File: config.mk
export PLATFORM = sky130hd
export DESIGN_NAME = mem_port_arbiter
export DESIGN_NICKNAME = d
export VERILOG_FILES = /design/src/rtl/mem_port_arbiter.sv
export SDC_FILE = /design/constraint.sdc
export NUM_CORES = 1
export LEC_CHECK = 0
export ABC_AREA = 1
export ABC_CLOCK_PERIOD_IN_PS = 2000
export BUFFER_PORTS_ARGS = -buffer_cell sky130_fd_sc_hd__buf_2
export CORE_UTILIZATION = 29
export DETAILED_ROUTE_END_ITERATION = 16
export SLEW_MARGIN = 10
export SYNTH_ARGS = -nofsm -noshare
export SYNTH_HDL_FRONTEND = slang
export SYNTH_SLANG_ARGS = --single-unit
File: constraint.sdc
create_clock -name clk -period 2 [get_ports clk]
set_input_delay 0 -clock clk [delete_from_list [all_inputs] [get_ports clk]]
set_output_delay 0 -clock clk [all_outputs]
set_load 0.1 [all_outputs]
File: src/rtl/mem_port_arbiter.sv
// Shares one single-ported, variable-latency memory between the fetch port and the MW data port.
// Optional feature macro: MEM_ARB_RR_EN selects round-robin tie-break (default: data-first priority).

module mem_port_arbiter #(
  parameter int ADDR_W = 30,
  parameter int DATA_W = 32
) (
  input  logic              clk,
  input  logic              reset,
  input  logic              if_req,
  input  logic [ADDR_W-1:0] if_addr,
  input  logic              if_cancel,
  output logic [DATA_W-1:0] if_rdata,
  output logic              if_done,
  input  logic              d_req,
  input  logic              d_we,
  input  logic [ADDR_W-1:0] d_addr,
  input  logic [DATA_W-1:0] d_wdata,
  output logic [DATA_W-1:0] d_rdata,
  output logic              d_done,
  output logic              mem_en,
  output logic              mem_we,
  output logic [ADDR_W-1:0] mem_addr,
  output logic [DATA_W-1:0] mem_wdata,
  input  logic [DATA_W-1:0] mem_rdata,
  input  logic              mem_ready,
  output logic              busy
);

  typedef enum logic [1:0] {ST_IDLE, ST_ISSUE, ST_WAIT} state_t;
  typedef enum logic {GRANT_I = 1'b0, GRANT_D = 1'b1} grant_t;

  state_t            state_q, state_d;
  grant_t            grant_q, grant_d;
  logic              cancelled_q, cancelled_d;
  logic              mem_en_q, mem_en_d;
  logic              mem_we_q, mem_we_d;
  logic [ADDR_W-1:0] mem_addr_q, mem_addr_d;
  logic [DATA_W-1:0] mem_wdata_q, mem_wdata_d;
  logic [DATA_W-1:0] if_rdata_q, if_rdata_d;
  logic [DATA_W-1:0] d_rdata_q, d_rdata_d;
  logic              if_done_q, if_done_d;
  logic              d_done_q, d_done_d;
  logic              busy_q, busy_d;
`ifdef MEM_ARB_RR_EN
  grant_t            last_grant_q, last_grant_d;
`endif

  logic if_elig;
  logic d_elig;
  logic pick_d;
  logic cancel_hit;

  always_comb begin
    state_d     = state_q;
    grant_d     = grant_q;
    cancelled_d = cancelled_q;
    mem_en_d    = 1'b0;
    mem_we_d    = mem_we_q;
    mem_addr_d  = mem_addr_q;
    mem_wdata_d = mem_wdata_q;
    if_rdata_d  = if_rdata_q;
    d_rdata_d   = d_rdata_q;
    if_done_d   = 1'b0;
    d_done_d    = 1'b0;
`ifdef MEM_ARB_RR_EN
    last_grant_d = last_grant_q;
`endif

    // A port in its own done cycle is still holding req for the finished access.
    if_elig = if_req && !if_done_q && !if_cancel;
    d_elig  = d_req && !d_done_q;
`ifdef MEM_ARB_RR_EN
    pick_d  = d_elig && (!if_elig || (last_grant_q == GRANT_I));
`else
    pick_d  = d_elig;
`endif
    cancel_hit = if_cancel && (grant_q == GRANT_I);

    case (state_q)
      ST_IDLE: begin
        if (if_elig || d_elig) begin
          state_d     = ST_ISSUE;
          grant_d     = pick_d ? GRANT_D : GRANT_I;
          cancelled_d = 1'b0;
          mem_en_d    = 1'b1;
          mem_we_d    = pick_d && d_we;
          mem_addr_d  = pick_d ? d_addr : if_addr;
          mem_wdata_d = pick_d ? d_wdata : '0;
`ifdef MEM_ARB_RR_EN
          last_grant_d = pick_d ? GRANT_D : GRANT_I;
`endif
        end
      end
      ST_ISSUE: begin
        state_d = ST_WAIT;
        if (cancel_hit) cancelled_d = 1'b1;
      end
      ST_WAIT: begin
        if (cancel_hit) cancelled_d = 1'b1;
        // The memory cannot abort, so a flushed fetch still waits here and just drops its data.
        if (mem_ready) begin
          state_d = ST_IDLE;
          if (grant_q == GRANT_D) begin
            d_done_d = 1'b1;
            if (!mem_we_q) d_rdata_d = mem_rdata;
          end else if (!(cancelled_q || if_cancel)) begin
            if_done_d  = 1'b1;
            if_rdata_d = mem_rdata;
          end
        end
      end
      default: state_d = ST_IDLE;
    endcase

    busy_d = (state_d != ST_IDLE);
  end

  always_ff @(posedge clk) begin
    if (reset) begin
      state_q     <= ST_IDLE;
      grant_q     <= GRANT_D;
      cancelled_q <= 1'b0;
      mem_en_q    <= 1'b0;
      mem_we_q    <= 1'b0;
      mem_addr_q  <= '0;
      mem_wdata_q <= '0;
      if_rdata_q  <= '0;
      d_rdata_q   <= '0;
      if_done_q   <= 1'b0;
      d_done_q    <= 1'b0;
      busy_q      <= 1'b0;
`ifdef MEM_ARB_RR_EN
      last_grant_q <= GRANT_D;
`endif
    end else begin
      state_q     <= state_d;
      grant_q     <= grant_d;
      cancelled_q <= cancelled_d;
      mem_en_q    <= mem_en_d;
      mem_we_q    <= mem_we_d;
      mem_addr_q  <= mem_addr_d;
      mem_wdata_q <= mem_wdata_d;
      if_rdata_q  <= if_rdata_d;
      d_rdata_q   <= d_rdata_d;
      if_done_q   <= if_done_d;
      d_done_q    <= d_done_d;
      busy_q      <= busy_d;
`ifdef MEM_ARB_RR_EN
      last_grant_q <= last_grant_d;
`endif
    end
  end

  assign mem_en    = mem_en_q;
  assign mem_we    = mem_we_q;
  assign mem_addr  = mem_addr_q;
  assign mem_wdata = mem_wdata_q;
  assign if_rdata  = if_rdata_q;
  assign d_rdata   = d_rdata_q;
  assign if_done   = if_done_q;
  assign d_done    = d_done_q;
  assign busy      = busy_q;

endmodule

* Yosys cells after proc, flatten, opt, wreduce, memory -nomap -nowiden
Index checks and enable logic that the tools add are counted.
Operators by class: eq/ne operators 4, multiplexer cells 12, bitwise operators 6, reductions and logical operators 21
Operators with widths (count):
- 2-to-1 mux 32 bit | 1
- 2-to-1 mux 30 bit | 1
- AND reduction 4 bit | 2
- 2-to-1 mux 1 bit | 6
- NOT 1 bit | 6
- one-hot mux 2 bit (3 select lines) | 1
- logical AND 1 bit | 5
- 2-to-1 mux 2 bit | 2
- nonzero test 2 bit | 2
- OR reduction 2 bit | 2
- OR reduction 4 bit | 1
- zero test 1 bit | 3
- AND reduction 3 bit | 1
- OR reduction 3 bit | 1
- equality test 2 x 1 -> 1 bit (second input constant) | 1
- equality test 2 bit (second input constant) | 1
- zero test 2 bit | 1
- logical OR 1 bit | 2
- != test 2 x 1 -> 1 bit (second input constant) | 1
- != test 2 bit (second input constant) | 1
- one-hot mux 1 bit (2 select lines) | 1
- AND reduction 2 bit | 1
Word-level totals: register bits after elaboration 135, input bits 131, output and inout port bits 131, logic and storage cells 55

* Logic depth before layout (Yosys ltp)
word-level depth 7, mapped depth 8, mapped depth without buffers 7

* Worst setup path before layout
No wires, ideal clock.
kind register to register, start reg d_done_q (netlist: d_done), end reg mem_we_q (netlist: mem_we), library setup time 0.070 ns, arrival time 1.846 ns, required time 1.930 ns, setup slack 0.083 ns, cell stages (with the launch flop) 9, buffers on the path 2, period minus slack after synthesis 1.917 ns, cell sequence dfxtp_1 inv_2 nand2_1 nand2_1 nand2_2 buf_6 buf_4 nand2_1 a21oi_1
On the way: longest elaborated chain between the ends 4, elaborated cells between the ends (all ways) 5, those cells by class reduce/logical (5)
RTL lines:
- start, declared | line 43 | logic d_done_q, d_done_d;
- start signal, assigned | line 147 | d_done_q <= d_done_d;
- zero test 1 bit (*) | line 72 | d_elig = d_req && !d_done_q;
- logical AND 1 bit (*) | line 72
- logical OR 1 bit | line 82 | if (if_elig || d_elig) begin
- AND reduction 2 bit (no line)
- end signal, assigned | line 141 | mem_we_q <= mem_we_d;
- end, declared | line 37 | logic mem_we_q, mem_we_d;
Mark *: on every way between the ends. The rest lies on a longest branch, timed or not. A chain may end at the register's enable or synchronous reset.

* Worst setup path in the final report
start reg d_done_q (netlist: d_done), end reg mem_addr_q[10] (netlist: mem_addr[10])
On the way: longest elaborated chain between the ends 4, elaborated cells between the ends (all ways) 5, those cells by class mux (1); reduce/logical (4)
RTL lines:
- zero test 1 bit (*) | line 72
- logical AND 1 bit (*) | line 72
- logical OR 1 bit | line 82
- AND reduction 2 bit (no line)
- end signal, assigned | line 142 | mem_addr_q <= mem_addr_d;
- end, declared | line 38 | logic [ADDR_W-1:0] mem_addr_q, mem_addr_d;
Marked as above.

==> flow_summary.ini <==
[critical_path]
slowest_stage = dlygate4sd3_1
crit_type = reg2reg
crit_buf_inv = 3
worst_path_most_repeated_cell = nand3_1
cp_max_fo = 27
worstPathCellList = inv_2, buf_4, nand3_1, nand2_1, dlygate4sd3_1, nand3_1, a21oi_1
critPathMaxStageDelay_ns = 0.57
critPathCaptureType = flop
arrival_ns = 2.15
path_delay_family = buffers and inverters
startpoint_type = flop
required_ns = 2.34

[detailed_routing]
ant_nets = 0
drt_iter0_markers = 239
drc = 0
drt-total-wl_um = 18000
wl_per_cell_um = 13.7
dr_total_vias = 6032
dr.pass1.iters = 5
vias_per_cell = 4.58

[logic_synthesis]
syn_inst = 712
syn_nets = 847
netlist_area_mm2 = 0.00527
synth_area_leaders = dfxtp_1 51%, nand2_1 14%, nand3_1 9.4%
yosys_warnings = 0
yosys.area.top_type = dfxtp_1
ys_seq_area_share_pct = 51.3
ys_types = 20
avgSynthCellArea_um2 = 7.40
synth_top_area_share_pct = 51.3
synth-seq-cells = 135

[pwr]
powerDensity_mw_per_mm2 = 988
internal-power_mw = 5.34
switching_share_pct = 37.0
p_leak_nw = 4.13
p_clk_share_pct = 35.9
ir_drop_mv = 0.550
comb_power_share_pct = 29.1
p_switching_mw = 3.13
seq_power_share_pct = 34.9

[worst_hold_path]
hold_class = in2reg

[clock_network]
clkTransAtPathRegs_ns = 0.06
cts_root_buf = clkbuf_16
clock_sinks = 135
cts_resized = 0
postCtsSetupRepairBufs = 0
clk_latency_ns = 0.41
numCtsBuffers = 17
cts_tree = done
htree_levels = 4
cts_buffer_depth = 2

[sta]
rsz0062_at_grt = false
hold_viol = 0
drv_slew = 0
fmax_mhz = 551
finClkSkew_ns = 0.00792
fin_crit_sh_pct = 90.7
maxSlewHeadroom_pct = 39.3
fin_crit_ns = 1.81
setup_tns_ns = 0
setup_viol = 0
worst_pin_slew_ns = 0.910

[global_routing]
met3_usage_pct = 5.15
grt_max_degree = 56
met2_usage_pct = 31.3
grt.total_usage_pct = 18.5
grt.busiest_layer = met2
gr-total-overflow = 0
grt_pass1_wl_um = 27000
grt_antenna_before_repair = 0
grt_pass1_vias = 5650
grt_util_met1_pct = 21.5

[placed_design]
numPortBuffers = 261
place_area_mm2 = 0.00676
hpwl_um = 11300
gp_congestion = 0.794

[final_layout]
stdcell_area_mm2 = 0.00858
final_common_cell = buf_2
layout.nets = 1214
drive_above_1_share_pct = 29.0
mostFrequentLayoutCells = 260 x buf_2, 198 x nand2_1, 135 x dfxtp_1, 124 x dlygate4sd3_1, 99 x nand3_1
n_antenna_cell = 0
area_growth_pct = 62.7

[floorplan]
core_mm2 = 0.0175
fp.dieH_um = 137
io_pins = 262
fp-row-count = 48
die-area_mm2 = 0.0187
chipWidth_um = 137
initial_core_util_pct = 30.1

[flow_run]
max_cap_viol_count = 0

[status]
status = completed
cell type report:
type | count | area [µm²]
Tap cell | 225 | 282
Sequential cell | 135 | 2700
Timing Repair Buffer | 403 | 2710
Clock buffer | 20 | 447
Inverter | 16 | 60.1
Clock inverter | 12 | 128
Fill cell | 1700 | 8960
Multi-Input combinational cell | 506 | 2250
layer usage:
layer | up-vias | part of all wire, % | routed length, µm
met5 | - | 0 | 0
met4 | 0 | 2.8 | 512
met3 | 37 | 8.5 | 1520
met2 | 255 | 47 | 8420
met1 | 2682 | 42 | 7540
li1 | 3058 | - | -
metrics by stage:
stage               setup WS (ns)  utilization, %  total power, mW  std cells  hold slack [ns]
finish                      0.185            48.9             8.48       1317           0.0238
global route               0.0730            48.9             8.84       1317           0.0458
CTS                         0.196            48.9             8.56       1317          0.00456
detailed placement          0.373            38.5             5.27       1161            0.248
global placement            0.420            38.5             5.27       1161            0.243
floorplan                  0.0833               -             4.79        712            0.135
worst reg2reg max path, cell delays in order, from the launching register on:
cell	delay, ns
dfxtp_1	0.31
inv_2	0.11
buf_4	0.30
nand3_1	0.12
nand2_1	0.10
dlygate4sd3_1	0.57
nand3_1	0.07
a21oi_1	0.16
timing repair:
item / 4_1_cts / 5_1_grt
setup endpoints to repair: 0 / 0
endpoints found under the hold margin: 128 / 0
hold buffers: 124 / 0
synthesized netlist by cell type:
master    instances
a21oi_1          96
nor3_1            1
nand4_1           1
ha_1              4
buf_6             1
buf_4             4
dfxtp_1         135
nand3b_1          1
o21ai_0          33
buf_2            27
nor2_1           70
nand2_1         198
clkbuf_1         22
nand2_2           1
inv_1            12
nor3_4            1
nor2_2            1
buf_1             1
inv_2             4
nand3_1          99
power groups by stage:
stage / Sequential (mW) / Clock (mW) / Combinational, mW
2_1_floorplan: 4.24 / 0 / 0.556
4_1_cts: 2.96 / 3.13 / 2.47
5_1_grt: 2.98 / 3.26 / 2.60
3_3_place_gp: 3.01 / 0 / 2.25
3_5_place_dp: 3.02 / 0 / 2.26
6_report: 2.96 / 3.05 / 2.47
sequential cells by signal, indices dropped and copies added, names as in the netlist:
name         cells
if_rdata        32
busy             1
mem_addr        30
if_done          1
cancelled_q      1
d_done           1
state_q          2
mem_wdata       32
grant_q          1
mem_we           1
mem_en           1
d_rdata         32
cells by family (layout without fill, tap and decap cells):
kind of cell             after synthesis  after routing  synth area share, %
buffers and inverters                 71            451                 6.13
AND/OR/NAND/NOR                      373            373                 29.4
adder cells (fa/ha/maj)                4              4                0.950
AO/OA/AOI/OAI                        129            129                 12.3
flip-flops                           135            135                 51.3
worst paths after layout:
path	from	end	slack, ns	cells after the start
worst max-delay path	d_done	mem_addr[10]	0.19	7
worst min-delay path	if_addr[3]	mem_addr[3]	0.02	5
worst max register to register	d_done	mem_addr[10]	0.19	7
worst min register to register	mem_addr[5]	mem_addr[5]	0.46	2
Power figures use the tool's default switching activity.
